--- src/rtl/mem_access_unit_if.sv ---
// Bundles the request, data-memory and result signals of mem_access_unit.
// master: the side that drives requests and answers memory cycles.
// slave: the load/store unit itself.
interface mem_access_unit_if;
  // Request side
  logic        op_valid;
  logic        op_ready;
  logic [3:0]  op_code;
  logic [31:0] addr;
  logic [31:0] wdata;
  // Data-memory side
  logic        mem_req;
  logic        mem_we;
  logic [31:0] mem_addr;
  logic [3:0]  mem_be;
  logic [31:0] mem_wdata;
  logic        mem_ack;
  logic [31:0] mem_rdata;
  // Result side
  logic        res_valid;
  logic [31:0] res_data;
  logic        res_err;
  logic [1:0]  err_code;

  modport master (
    output op_valid, op_code, addr, wdata, mem_ack, mem_rdata,
    input  op_ready, mem_req, mem_we, mem_addr, mem_be, mem_wdata,
    input  res_valid, res_data, res_err, err_code
  );

  modport slave (
    input  op_valid, op_code, addr, wdata, mem_ack, mem_rdata,
    output op_ready, mem_req, mem_we, mem_addr, mem_be, mem_wdata,
    output res_valid, res_data, res_err, err_code
  );
endinterface

--- src/rtl/mem_access_unit.sv ---
// Load/store unit: runs one data-memory transaction per accepted op and returns
// an extended load result or a store completion. Misaligned and illegal ops are
// reported without touching memory.
// Optional feature: define MEMU_TIMEOUT_EN to abort a request that is not
// acknowledged within MEM_TIMEOUT cycles (err_code 11).
module mem_access_unit #(
  parameter int unsigned MEM_TIMEOUT = 16
) (
  input logic             clk,
  input logic             rst_n,
  mem_access_unit_if.slave bus
);

  typedef enum logic [1:0] {StIdle, StReq, StDone} state_e;

  state_e      state_q;
  logic [1:0]  lane_q;
  logic [1:0]  size_q;
  logic        uns_q;
  logic        store_q;

`ifdef MEMU_TIMEOUT_EN
  localparam logic [7:0] TimeoutLast = 8'(MEM_TIMEOUT - 1);
  logic [7:0]  cnt_q;
`endif

  logic        is_store;
  logic [1:0]  size;
  logic        legal;
  logic        misaligned;
  logic [3:0]  be_d;
  logic [31:0] wdata_d;
  logic [7:0]  ld_byte;
  logic [15:0] ld_half;
  logic [31:0] load_ext;

  assign bus.op_ready = (state_q == StIdle);

  // Decode the incoming op: legality, alignment, byte enables and store lanes
  always_comb begin
    is_store   = bus.op_code[3];
    size       = bus.op_code[1:0];
    legal      = bus.op_code inside {4'b0000, 4'b0001, 4'b0010, 4'b0100,
                                     4'b0101, 4'b1000, 4'b1001, 4'b1010};
    misaligned = 1'b0;
    case (size)
      2'b01:   misaligned = bus.addr[0];
      2'b10:   misaligned = (bus.addr[1:0] != 2'b00);
      default: misaligned = 1'b0;
    endcase
    be_d    = 4'b1111;
    wdata_d = '0;
    if (is_store) begin
      case (size)
        2'b00: begin
          be_d    = 4'b0001 << bus.addr[1:0];
          wdata_d = {4{bus.wdata[7:0]}};
        end
        2'b01: begin
          be_d    = bus.addr[1] ? 4'b1100 : 4'b0011;
          wdata_d = {2{bus.wdata[15:0]}};
        end
        default: wdata_d = bus.wdata;
      endcase
    end
  end

  // Select the addressed lane from read data and extend it
  always_comb begin
    ld_byte  = bus.mem_rdata[{lane_q, 3'b000} +: 8];
    ld_half  = lane_q[1] ? bus.mem_rdata[31:16] : bus.mem_rdata[15:0];
    load_ext = bus.mem_rdata;
    case (size_q)
      2'b00:   load_ext = {{24{~uns_q & ld_byte[7]}}, ld_byte};
      2'b01:   load_ext = {{16{~uns_q & ld_half[15]}}, ld_half};
      default: load_ext = bus.mem_rdata;
    endcase
  end

  // Control FSM with registered bus and result outputs
  always_ff @(posedge clk or negedge rst_n) begin
    if (!rst_n) begin
      state_q       <= StIdle;
      lane_q        <= '0;
      size_q        <= '0;
      uns_q         <= 1'b0;
      store_q       <= 1'b0;
      bus.mem_req   <= 1'b0;
      bus.mem_we    <= 1'b0;
      bus.mem_addr  <= '0;
      bus.mem_be    <= '0;
      bus.mem_wdata <= '0;
      bus.res_valid <= 1'b0;
      bus.res_data  <= '0;
      bus.res_err   <= 1'b0;
      bus.err_code  <= 2'b00;
`ifdef MEMU_TIMEOUT_EN
      cnt_q         <= '0;
`endif
    end else begin
      case (state_q)
        StIdle: begin
          if (bus.op_valid) begin
            if (!legal || misaligned) begin
              // Illegal wins over misaligned; neither reaches memory
              state_q       <= StDone;
              bus.res_valid <= 1'b1;
              bus.res_err   <= 1'b1;
              bus.res_data  <= '0;
              bus.err_code  <= !legal ? 2'b10 : 2'b01;
            end else begin
              state_q       <= StReq;
              bus.mem_req   <= 1'b1;
              bus.mem_we    <= is_store;
              bus.mem_addr  <= {bus.addr[31:2], 2'b00};
              bus.mem_be    <= be_d;
              bus.mem_wdata <= wdata_d;
              lane_q        <= bus.addr[1:0];
              size_q        <= size;
              uns_q         <= bus.op_code[2];
              store_q       <= is_store;
`ifdef MEMU_TIMEOUT_EN
              cnt_q         <= '0;
`endif
            end
          end
        end
        StReq: begin
          if (bus.mem_ack) begin
            state_q       <= StDone;
            bus.mem_req   <= 1'b0;
            bus.res_valid <= 1'b1;
            bus.res_err   <= 1'b0;
            bus.err_code  <= 2'b00;
            bus.res_data  <= store_q ? '0 : load_ext;
          end
`ifdef MEMU_TIMEOUT_EN
          // cnt_q holds the number of REQ cycles already completed
          else if (cnt_q == TimeoutLast) begin
            state_q       <= StDone;
            bus.mem_req   <= 1'b0;
            bus.res_valid <= 1'b1;
            bus.res_err   <= 1'b1;
            bus.err_code  <= 2'b11;
            bus.res_data  <= '0;
          end else begin
            cnt_q <= cnt_q + 8'd1;
          end
`endif
        end
        StDone: begin
          state_q       <= StIdle;
          bus.res_valid <= 1'b0;
        end
        default: state_q <= StIdle;
      endcase
    end
  end

endmodule

--- src/flat_wrapper.sv ---
// flat-port wrapper written by rule: the top's interface ports become plain ports
module mem_access_unit_flat 
#(
  parameter int unsigned MEM_TIMEOUT = 16
)
  (clk, rst_n, bus_op_valid, bus_op_code, bus_addr, bus_wdata, bus_mem_ack, bus_mem_rdata, bus_op_ready, bus_mem_req, bus_mem_we, bus_mem_addr, bus_mem_be, bus_mem_wdata, bus_res_valid, bus_res_data, bus_res_err, bus_err_code);
  mem_access_unit_if bus_i ();
  input logic clk;
  input logic rst_n;
  input wire logic [$bits(bus_i.op_valid)-1:0] bus_op_valid;
  input wire logic [$bits(bus_i.op_code)-1:0] bus_op_code;
  input wire logic [$bits(bus_i.addr)-1:0] bus_addr;
  input wire logic [$bits(bus_i.wdata)-1:0] bus_wdata;
  input wire logic [$bits(bus_i.mem_ack)-1:0] bus_mem_ack;
  input wire logic [$bits(bus_i.mem_rdata)-1:0] bus_mem_rdata;
  output wire logic [$bits(bus_i.op_ready)-1:0] bus_op_ready;
  output wire logic [$bits(bus_i.mem_req)-1:0] bus_mem_req;
  output wire logic [$bits(bus_i.mem_we)-1:0] bus_mem_we;
  output wire logic [$bits(bus_i.mem_addr)-1:0] bus_mem_addr;
  output wire logic [$bits(bus_i.mem_be)-1:0] bus_mem_be;
  output wire logic [$bits(bus_i.mem_wdata)-1:0] bus_mem_wdata;
  output wire logic [$bits(bus_i.res_valid)-1:0] bus_res_valid;
  output wire logic [$bits(bus_i.res_data)-1:0] bus_res_data;
  output wire logic [$bits(bus_i.res_err)-1:0] bus_res_err;
  output wire logic [$bits(bus_i.err_code)-1:0] bus_err_code;
  assign bus_i.op_valid = bus_op_valid;
  assign bus_i.op_code = bus_op_code;
  assign bus_i.addr = bus_addr;
  assign bus_i.wdata = bus_wdata;
  assign bus_i.mem_ack = bus_mem_ack;
  assign bus_i.mem_rdata = bus_mem_rdata;
  assign bus_op_ready = bus_i.op_ready;
  assign bus_mem_req = bus_i.mem_req;
  assign bus_mem_we = bus_i.mem_we;
  assign bus_mem_addr = bus_i.mem_addr;
  assign bus_mem_be = bus_i.mem_be;
  assign bus_mem_wdata = bus_i.mem_wdata;
  assign bus_res_valid = bus_i.res_valid;
  assign bus_res_data = bus_i.res_data;
  assign bus_res_err = bus_i.res_err;
  assign bus_err_code = bus_i.err_code;
  mem_access_unit #(.MEM_TIMEOUT(MEM_TIMEOUT)) u_core (.clk(clk), .rst_n(rst_n), .bus(bus_i));
endmodule
--- config.mk ---
export PLATFORM = sky130hd
export DESIGN_NAME = mem_access_unit_flat
export DESIGN_NICKNAME = d
export VERILOG_FILES = /design/src/rtl/mem_access_unit_if.sv /design/src/rtl/mem_access_unit.sv /design/src/flat_wrapper.sv
export SDC_FILE = /design/constraint.sdc
export NUM_CORES = 1
export LEC_CHECK = 0
export ABC_CLOCK_PERIOD_IN_PS = 2000
export CORE_MARGIN = 5
export CORE_UTILIZATION = 45
export CTS_CLUSTER_DIAMETER = 40
export DETAILED_ROUTE_END_ITERATION = 8
export PLACE_DENSITY = 0.82
export SLEW_MARGIN = 20
export SYNTH_ARGS = -nofsm -noshare
export SYNTH_HDL_FRONTEND = slang
export SYNTH_SLANG_ARGS = --single-unit
--- constraint.sdc ---
create_clock -name clk -period 2 [get_ports clk]
set_clock_uncertainty 0.2 [all_clocks]
set_input_delay 0.3 -clock clk [delete_from_list [all_inputs] [get_ports clk]]
set_output_delay 0.3 -clock clk [all_outputs]
set_load 0.02 [all_outputs]
# ---- Yosys cells after proc, flatten, opt, wreduce, memory -nomap -nowiden
# Cells that the tools add are included.
dict set report word_totals {
  output_inout_bits 107
  mem_bits_rw 0
  register_bits 111
  memories 0
  input_bits 104
  romBits 0
  elab_cells 81
  latchBits 0
}
dict set report op_classes {
  order_cmp 0
  n_bitwise 4
  eq_ne 16
  div 0
  n_mul 0
  shifts 2
  muxes 31
  reduce_logical 15
  add_sub_neg 0
}
# operator n
set ops {}
lappend ops {{$pmux 32 s2} 3}
lappend ops {{$mux 32} 5}
lappend ops {{$shiftx 32x6->8} 1}
lappend ops {{$mux 16} 1}
lappend ops {{$mux 2} 7}
lappend ops {{$eq 4x4->1 const B} 3}
lappend ops {{$reduce_and 4->1} 3}
lappend ops {{$eq 4x3->1 const B} 2}
lappend ops {{$mux 4} 2}
lappend ops {{$pmux 2 s2} 2}
lappend ops {{$pmux 4 s2} 1}
lappend ops {{$reduce_bool 8->1} 1}
lappend ops {{$eq 2x1->1 const B} 3}
lappend ops {{$logic_not 2->1} 3}
lappend ops {{$mux 1} 6}
lappend ops {{$ne 2x2->1 const B} 3}
lappend ops {{$pmux 1 s2} 3}
lappend ops {{$eq 2x2->1 const B} 2}
lappend ops {{$eq 4x1->1 const B} 1}
lappend ops {{$eq 4x2->1 const B} 1}
lappend ops {{$logic_not 4->1} 1}
lappend ops {{$reduce_bool 2->1} 2}
lappend ops {{$shl 1x2->4 const A} 1}
lappend ops {{$pmux 1 s3} 1}
lappend ops {{8 further kinds} 10}

# ---- Longest topological paths before layout
# Gate-level depths: netlist (run 1).
dict set report logic_depth {
  ltp_word 7
  mapped_depth 8
}

# ---- Worst setup path after synthesis (run 1)
# No wires, ideal clock.
dict set report synth_timing {
  kind {register to register}
  startpoint {reg u_core.state_q[0]}
  endpoint {reg u_core.bus.mem_addr[10]}
  arrival_time_ps 1808
  path_slack_ps -133
  stages_incl_launch_ff 7
  setup_ps 125
  path_buffers 2
  path_cell_list {dfrtp_1 > nor2_1 > nand2_1 > nor3_2 > buf_6 > buf_12 > mux2_4}
}
dict set report synth_between {
  elab_chain_len 2
}
# element line_no
set synth_rtl {}
lappend synth_rtl {{start: declaration} mem_access_unit.sv:16} ;# state_e state_q;
lappend synth_rtl {{start signal: assignment} mem_access_unit.sv:83} ;# state_q <= StIdle;
lappend synth_rtl {{start signal: assignment} mem_access_unit.sv:106} ;# state_q <= StDone;
lappend synth_rtl {{start signal: assignment} mem_access_unit.sv:112} ;# state_q <= StReq;
lappend synth_rtl {{$logic_not 2->1} --}
lappend synth_rtl {{named net bus_op_ready} flat_wrapper.sv:16} ;# output wire logic [$bits(bus_i.op_ready)-1:0] bus_op_ready;
lappend synth_rtl {{$reduce_and 3->1 (no line)} --}
lappend synth_rtl {{end signal: assignment} mem_access_unit.sv:115} ;# bus.mem_addr <= {bus.addr[31:2], 2'b00};
lappend synth_rtl {{end: declaration} mem_access_unit_if.sv:33} ;# output op_ready, mem_req, mem_we, mem_addr, mem_be, mem_wdata,
# The timed path passes the listed nets, and every way through them passes these cells.
# A chain may end at the register's enable or synchronous reset.

# ---- Final worst setup path (run 1)
dict set report layout_timing {
  startpoint {in bus_op_code[1]}
  endpoint {reg u_core.state_q[0]}
}
dict set report layout_between {
  elab_chain_len 7
  word_cells_on_any_way 17
}
# element line_no
set layout_rtl {}
lappend layout_rtl {{start: declaration} flat_wrapper.sv:11} ;# input wire logic [$bits(bus_i.op_code)-1:0] bus_op_code;
lappend layout_rtl {{$eq 4x1->1 (tied with other cells)} mem_access_unit.sv:43} ;# legal = bus.op_code inside {4'b0000, 4'b0001, 4'b0010, 4'b0100,
lappend layout_rtl {{$reduce_bool 8->1} mem_access_unit.sv:43}
lappend layout_rtl {{$logic_not 1->1} mem_access_unit.sv:104} ;# if (!legal || misaligned) begin
lappend layout_rtl {{$logic_or 1x1->1 *} mem_access_unit.sv:104}
lappend layout_rtl {{$mux 2 *} mem_access_unit.sv:104}
lappend layout_rtl {{$mux 2 *} mem_access_unit.sv:103} ;# if (bus.op_valid) begin
lappend layout_rtl {{$pmux 2 s2 *} mem_access_unit.sv:101} ;# case (state_q)
lappend layout_rtl {{end signal: assignment} mem_access_unit.sv:106}
lappend layout_rtl {{end signal: assignment} mem_access_unit.sv:112}
lappend layout_rtl {{end signal: assignment} mem_access_unit.sv:130} ;# state_q <= StDone;
# Every way passes the cells marked *; elsewhere a longest branch is shown, timed or not. The select of a mux whose other input is x is not followed.

==> reports/qor.yml, run 1 <==
global_route:
  grt_remaining_overflow: 0
  grt_pass1_vias: 5116
  grt_pass1_wl_mm: 27.0
  grt_start_max_net_pins: 54
  grtUsageTotal: 0.235
  antenna_found_initial: 1
power:
  max-vdd-ir-drop_v: 0.000720
  switching_share: 0.349
  p_seq_frac: 0.346
  intPower_mw: 6.67
  p_clk_frac: 0.188
  p_sw_mw: 3.57
  p_comb_frac: 0.466
  p_per_area_nw_per_um2: 1190
  p_total_mw: 10.2
  p_leak_nw: 3.74
synth:
  synth_cell_type_count: 39
  syn_area_um2: 5570
  postSynth.topFlopCell: "dfrtp_1"
  async_flop_share: 1.00
  synthCells: 498
  yosysTopAreaCell: "dfrtp_1"
  synth_warnings: 0
  synth-edff-count: 0
  synth_area_leaders: "dfrtp_1 50%, mux2_4 13%, mux2i_1 4.7%"
  synth_top_area_frac: 0.499
  synth.ff_latch_count: 111
  synth_sequential_area_ratio: 0.499
  syn-mean-instance-area_um2: 11.2
setup_path:
  cp-end-kind: "flip-flop"
  startpoint: "bus_op_code[1]"
  r2r_end: "u_core.bus.mem_wdata[13]$_DFFE_PN0P_"
  crit_buf_inv: 7
  path_cells: "buf_2 -> clkinvlp_4 -> buf_6 -> ha_4 -> nor2_4 -> a22o_1 -> nor3_4 -> buf_6 -> buf_6 -> buf_16 -> buf_4 -> a31o_2"
  r2r_start: "u_core.state_q[0]$_DFFE_PN0P_"
  path_max_fanout: 15
  path_delay_family: "buffers and inverters"
  cp.depth: 12
  critPathRequiredTime_ns: 2.05
  slowest_stage: "a22o_1"
  crit_path_start_kind: "primary input"
  slowest_delay_ns: 0.22
  worstSetupPathType: "in2reg"
  rrSetupSlack_ns: 0.09
  r2r_cells: 7
  cp.arrival_ns: 1.99
  cpMostUsedCell: "buf_6"
cts:
  ctsRootBufferMaster: "clkbuf_16"
  numCtsBuffers: 9
  cts_num_sinks: 111
  clk_latency_ns: 0.36
  clkTransAtPathRegs_ns: 0.08
  cts_tree: "yes"
  clockBufferDepth: 2
  htreeDepth: 3
route:
  via_count: 4833
  top_layer: "met4"
  drt_drc_violations_left: 0
  dr_wl_met3_mm: 1.59
  vias_per_cell: 5.29
  drt-total-wl_mm: 17.0
  wl_met1_mm: 6.55
  drtAntennaViolNets: 0
  drt-initial-drc-count: 328
  routedWlPerCell_um: 18.6
  dr.pass1.iters: 5
  wl_met2_mm: 8.49
layout:
  instances_no_fill: 913
  layout.nets: 847
  area_growth_pct: 54.1
  nFillCells: 854
  drive_above_1_share: 0.204
  final_area_um2: 8590
status:
  status: "complete, no violations"
timing:
  setup_viol: 0
  period_share: 0.973
  drv_slew: 0
  fmax_mhz: 514
  fin_crit_ns: 1.95
  tns_ns: 0
  hold_viol_final: 0
  rsz0062_at_grt: "false"
  timing.hold.ws_ns: 0.117
floorplan:
  die_x_um: 121
  pin_count: 211
  rows: 40
  fp.coreArea_um2: 12100
  start_util: 0.462
  dieArea_um2: 14700
  chipHeight_um: 121
placed_design:
  placed_cells: 878
  gp_congestion: 0.905
  portBuffers: 208
  placed_area_um2: 8040
  place_hpwl_mm: 12.4
worst_hold_path:
  hp-class: "in2async"
job:
  max-cap-violations: 0
==> cells by family after synthesis <==
family,after synthesis,synth area share
compound gates,95,0.118
fa+ha+maj,4,0.00898
buf+inv,53,0.0564
flops,111,0.499
mux,88,0.204
other cells,1,0.000673
simple gates,146,0.113
==> cells in the mapped netlist, types with 9 or more instances <==
master and n:
nor2_1 44, mux2i_1 26, mux2_4 48, a22o_1 9, o22ai_1 11, mux2_2 14, dfrtp_1 111, buf_2 9
inv_1 17, a22oi_1 10, nor3_1 16, nand2_1 64, o21ai_0 13, clkbuf_1 17, nor2b_1 9, o211ai_1 25
a21oi_1 12
==> sequential cells by signal, summed over array words and instances (netlist names), 2 cells and up <==
| register | flops |
|---|---|
| u_core.bus.err_code | 2 |
| u_core.bus.mem_addr | 30 |
| u_core.bus.mem_be | 4 |
| u_core.bus.mem_wdata | 32 |
| u_core.bus.res_data | 32 |
| u_core.lane_q | 2 |
| u_core.size_q | 2 |
| u_core.state_q | 2 |
==> timing repair <==
item,CTS,global route
resized for setup,16,11
endpoints found under the setup margin,109,106
buffers inserted,9,5
gates cloned,3,0
hold buffers,1,0
pin swaps,3,5
hold endpoints to repair,111,0
==> layout by cell type, fill, tap and decap left out, drive strengths merged, types with 3 or more instances in the layout <==
master and n:
mux2 62, a22o 9, buf 59, clkbuf 12
a211oi 7, nand2b 3, nand2 64, nor3 17
a22oi 10, o211ai 25, nor2 45, inv 17
mux2i 26, dfrtp 111, o22ai 11, a21oi 12
o21ai 14, a21o 3, dlymetal6s2s 3, nor2b 9
ha 4, clkdlybuf4s50 201
==> per-stage QoR <==
step                      setup slack, ns  utilization
after detailed placement           -0.808        0.666
after CTS                         0.00695        0.708
after floorplan                   -0.0193            -
after global placement             -0.699        0.666
final                              0.0548        0.712
after global routing              0.00204        0.712
==> worst reg2reg max path: stages, from the launching register on <==
cell and delay, ns:
dfrtp_1 0.40, nor2_2 0.14, nand2_2 0.11, nor3_4 0.23
buf_6 0.13, buf_6 0.12, buf_12 0.13, mux2_2 0.34
==> worst max path at each step <==
stage	to	slack, ns
finish	u_core.state_q[0]$_DFFE_PN0P_	0.05
global route	u_core.bus.mem_wdata[22]$_DFFE_PN0P_	0.002
CTS	u_core.state_q[0]$_DFFE_PN0P_	0.007
detailed placement	u_core.bus.mem_wdata[2]$_DFFE_PN0P_	-0.81
global placement	u_core.bus.mem_addr[26]$_DFFE_PN0P_	-0.70
floorplan	u_core.bus.mem_addr[10]$_DFFE_PN0P_	-0.02
==> layer usage <==
layer | vias to the layer above | global-route usage
met5 | - | 0
met4 | 0 | 0.0784
met3 | 34 | 0.0816
met2 | 242 | 0.398
met1 | 2335 | 0.279
li1 | 2222 | -
==> power by group through the flow <==
stage	Clock (mW)	Combinational (mW)	Sequential, mW
finish	1.92	4.77	3.55
global route	2.06	5.05	3.65
CTS	1.96	4.79	3.55
detailed placement	0	4.71	3.56
global placement	0	4.60	3.55
floorplan	0	1.67	4.34
==> final cells by class <==
| cell class | instances | area, um^2 | area share |
|---|---|---|---|
| flip-flops and latches | 111 | 2780 | 0.324 |
| repair buffers | 265 | 2680 | 0.312 |
| multi-input cells | 335 | 2530 | 0.295 |
| clock buffers | 12 | 267 | 0.0310 |
| well taps | 168 | 210 | 0.0245 |
| inverters | 17 | 70.1 | 0.00816 |
| clock inverters | 4 | 51.3 | 0.00597 |
| diodes | 1 | 2.50 | 0.000291 |
No activity file was read; power rests on OpenSTA's default activity.
==> run 2, diff against run 1 <==
--- a/config.mk
+++ b/config.mk
@@ -5,12 +5,13 @@
 export SDC_FILE = /design/constraint.sdc
 export NUM_CORES = 1
 export LEC_CHECK = 0
-export ABC_CLOCK_PERIOD_IN_PS = 2000
-export CORE_MARGIN = 5
-export CORE_UTILIZATION = 45
+export ABC_CLOCK_PERIOD_IN_PS = 2450
+export CORE_MARGIN = 2
+export CORE_UTILIZATION = 49
+export CTS_BUF_LIST = sky130_fd_sc_hd__clkbuf_2
 export CTS_CLUSTER_DIAMETER = 40
 export DETAILED_ROUTE_END_ITERATION = 8
-export PLACE_DENSITY = 0.82
+export PLACE_DENSITY = 0.88
 export SLEW_MARGIN = 20
 export SYNTH_ARGS = -nofsm -noshare
 export SYNTH_HDL_FRONTEND = slang
==> constraint.sdc (replaced) <==
create_clock -name clk -period 2.45 [get_ports clk]
set_clock_uncertainty 0.2 [all_clocks]
set_input_delay 0.3675 -clock clk [delete_from_list [all_inputs] [get_ports clk]]
set_output_delay 0.3675 -clock clk [all_outputs]
set_load 0.02 [all_outputs]
==> reports/qor.yml, run 2 (synthesis gave the netlist of run 1 again) <==
status:
  status: "complete, no violations"
cts:
  cts_num_sinks: 111
  numCtsBuffers: 9
  cts_setup_buffers: 0
  clk_latency_ns: 0.61
  cts_tree: "yes"
  htreeDepth: 3
  clkTransAtPathRegs_ns: 0.28
  clockBufferDepth: 2
  ctsRootBufferMaster: "clkbuf_2"
setup_path:
  slowest_delay_ns: 0.63
  cp.arrival_ns: 1.71
  slowest_stage: "clkdlybuf4s50_1"
  path_max_fanout: 3
  critPathRequiredTime_ns: 1.88
  path_cells: "clkdlybuf4s50_1"
  worstSetupPathType: "reg2out"
  crit_buf_inv: 1
  crit_path_start_kind: "flip-flop"
  path_delay_family: "buffers and inverters"
  cp-end-kind: "output pin"
floorplan:
  chipHeight_um: 111
  fp.coreArea_um2: 11000
  pin_count: 211
  dieArea_um2: 12200
  rows: 38
  start_util: 0.507
  die_x_um: 111
global_route:
  grt_pass1_wl_mm: 24.8
  grt_remaining_overflow: 0
  grt_start_max_net_pins: 52
  antenna_found_initial: 0
  grtUsageTotal: 0.252
  grt_pass1_vias: 4861
timing:
  rsz0062_at_grt: "false"
  tightest_slew_ns: 0.645
  fin_crit_ns: 2.28
  fmax_mhz: 439
  setup_viol: 0
  hold_viol_final: 0
  timing.hold.ws_ns: 0.0530
  period_share: 0.930
  tns_ns: 0
  drv_slew: 0
  slew_headroom: 0.570
  layout_setup_ws_ns: 0.172
route:
  wl_met2_mm: 7.68
  dr_wl_met3_mm: 1.15
  top_layer: "met4"
  vias_per_cell: 5.47
  drt-initial-drc-count: 272
  via_count: 4722
  dr.pass1.iters: 5
  drt_drc_violations_left: 0
  drtAntennaViolNets: 0
  wl_met1_mm: 6.11
  routedWlPerCell_um: 17.7
  drt-total-wl_mm: 15.3
power:
  p_total_mw: 7.51
  p_per_area_nw_per_um2: 933
  p_leak_nw: 3.50
  max-vdd-ir-drop_v: 0.000798
layout:
  layout_commonest_cell: "clkdlybuf4s50_1"
  drive_above_1_share: 0.167
  antenna_cells: 0
  seqCellArea_um2: 2780
  postLayoutCoreUtil: 0.732
  multi_input_area_um2: 2490
  layout.nets: 827
  reg_top3: "u_core.bus.mem_wdata: 32 flops, u_core.bus.res_data: 32 flops, u_core.bus.mem_addr: 30 flops"
  area_growth_pct: 44.3
  nFillCells: 739
  layout_common_cells: "206 x clkdlybuf4s50_1, 111 x dfrtp_1, 64 x nand2_1"
placed_design:
  gp_congestion: 0.861
  portBuffers: 208
  post-place-ws_ns: -0.401
  place_hpwl_mm: 11.7
job:
  max-cap-violations: 0
worst_hold_path:
  hp-class: "in2async"
==> run 2: cell count changes in the layout (fill, tap and decap cells not counted), moves of 4 or more <==
cell	before	now
buf_4	42	32
clkbuf_16	9	0
clkbuf_2	0	12
buf_6	4	0
clkdlybuf4s50_1	201	206
==> run 2: what timing repair did <==
action / in CTS / in global routing
hold buffers: 1 / 0
endpoints found under the hold margin: 100 / 0
gates resized for setup: 1 / 0
setup endpoints to repair: 1 / 0
==> run 2: final timing paths <==
check / from / to / slack [ns] / cells after the start
worst max-delay path: u_core.bus.mem_we$_DFFE_PN0P_ / bus_mem_we / 0.17 / 1
worst min-delay path: rst_n / u_core.bus.mem_wdata[5]$_DFFE_PN0P_ / 0.05 / 2
worst max register to register: u_core.state_q[0]$_DFFE_PN0P_ / u_core.bus.mem_wdata[7]$_DFFE_PN0P_ / 0.35 / 6
worst min register to register: u_core.bus.res_err$_DFFE_PN0P_ / u_core.bus.res_err$_DFFE_PN0P_ / 0.33 / 2
max in group asynchronous: rst_n / u_core.bus.mem_addr[2]$_DFFE_PN0P_ / 1.27 / 3
min in group clk: bus_addr[31] / u_core.bus.mem_addr[31]$_DFFE_PN0P_ / 0.14 / 2
==> run 2: worst register-to-register path, stage by stage (launching register included) <==
cell and delay [ns]:
dfrtp_1 0.49, nor2_1 0.17, nand2_1 0.18, nor3_4 0.27
buf_4 0.32, buf_4 0.23, mux2i_1 0.21
==> run 2: final cells by class <==
class,count,area share
Clock buffer,12,0.00747
Clock inverter,4,0.00669
Inverter,17,0.00794
Multi-Input combinational cell,335,0.310
Sequential cell,111,0.345
Tap cell,140,0.0218
Timing Repair Buffer,245,0.301
==> run 2: per-stage QoR <==
stage | std cells | area, um^2
final | 864 | 8040
after global routing | 864 | 8040
after CTS | 864 | 8040
after detailed placement | 847 | 7920
after global placement | 847 | 7920
after floorplan | 499 | 5580
==> run 2: power by group <==
| group | switching [mW] | leakage (nW) | internal, mW |
|---|---|---|---|
| combinational | 1.77 | 2.03 | 2.02 |
| clock | 0.593 | 0.0688 | 0.251 |
| sequential | 0.417 | 1.40 | 2.45 |
==> run 2: metal layers <==
layer / vias to the layer above / track usage
met5: - / 0
met4: 0 / 0.0817
met3: 32 / 0.0829
met2: 216 / 0.435
met1: 2297 / 0.297
li1: 2177 / -
==> run 3, diff against run 2 <==
--- a/config.mk
+++ b/config.mk
@@ -12,7 +12,7 @@
 export CTS_CLUSTER_DIAMETER = 40
 export DETAILED_ROUTE_END_ITERATION = 8
 export PLACE_DENSITY = 0.88
-export SLEW_MARGIN = 20
+export SLEW_MARGIN = 0
 export SYNTH_ARGS = -nofsm -noshare
 export SYNTH_HDL_FRONTEND = slang
 export SYNTH_SLANG_ARGS = --single-unit
==> results of run 3 <==
Same layout as run 2: the final DEF is identical, and so are final timing and power.
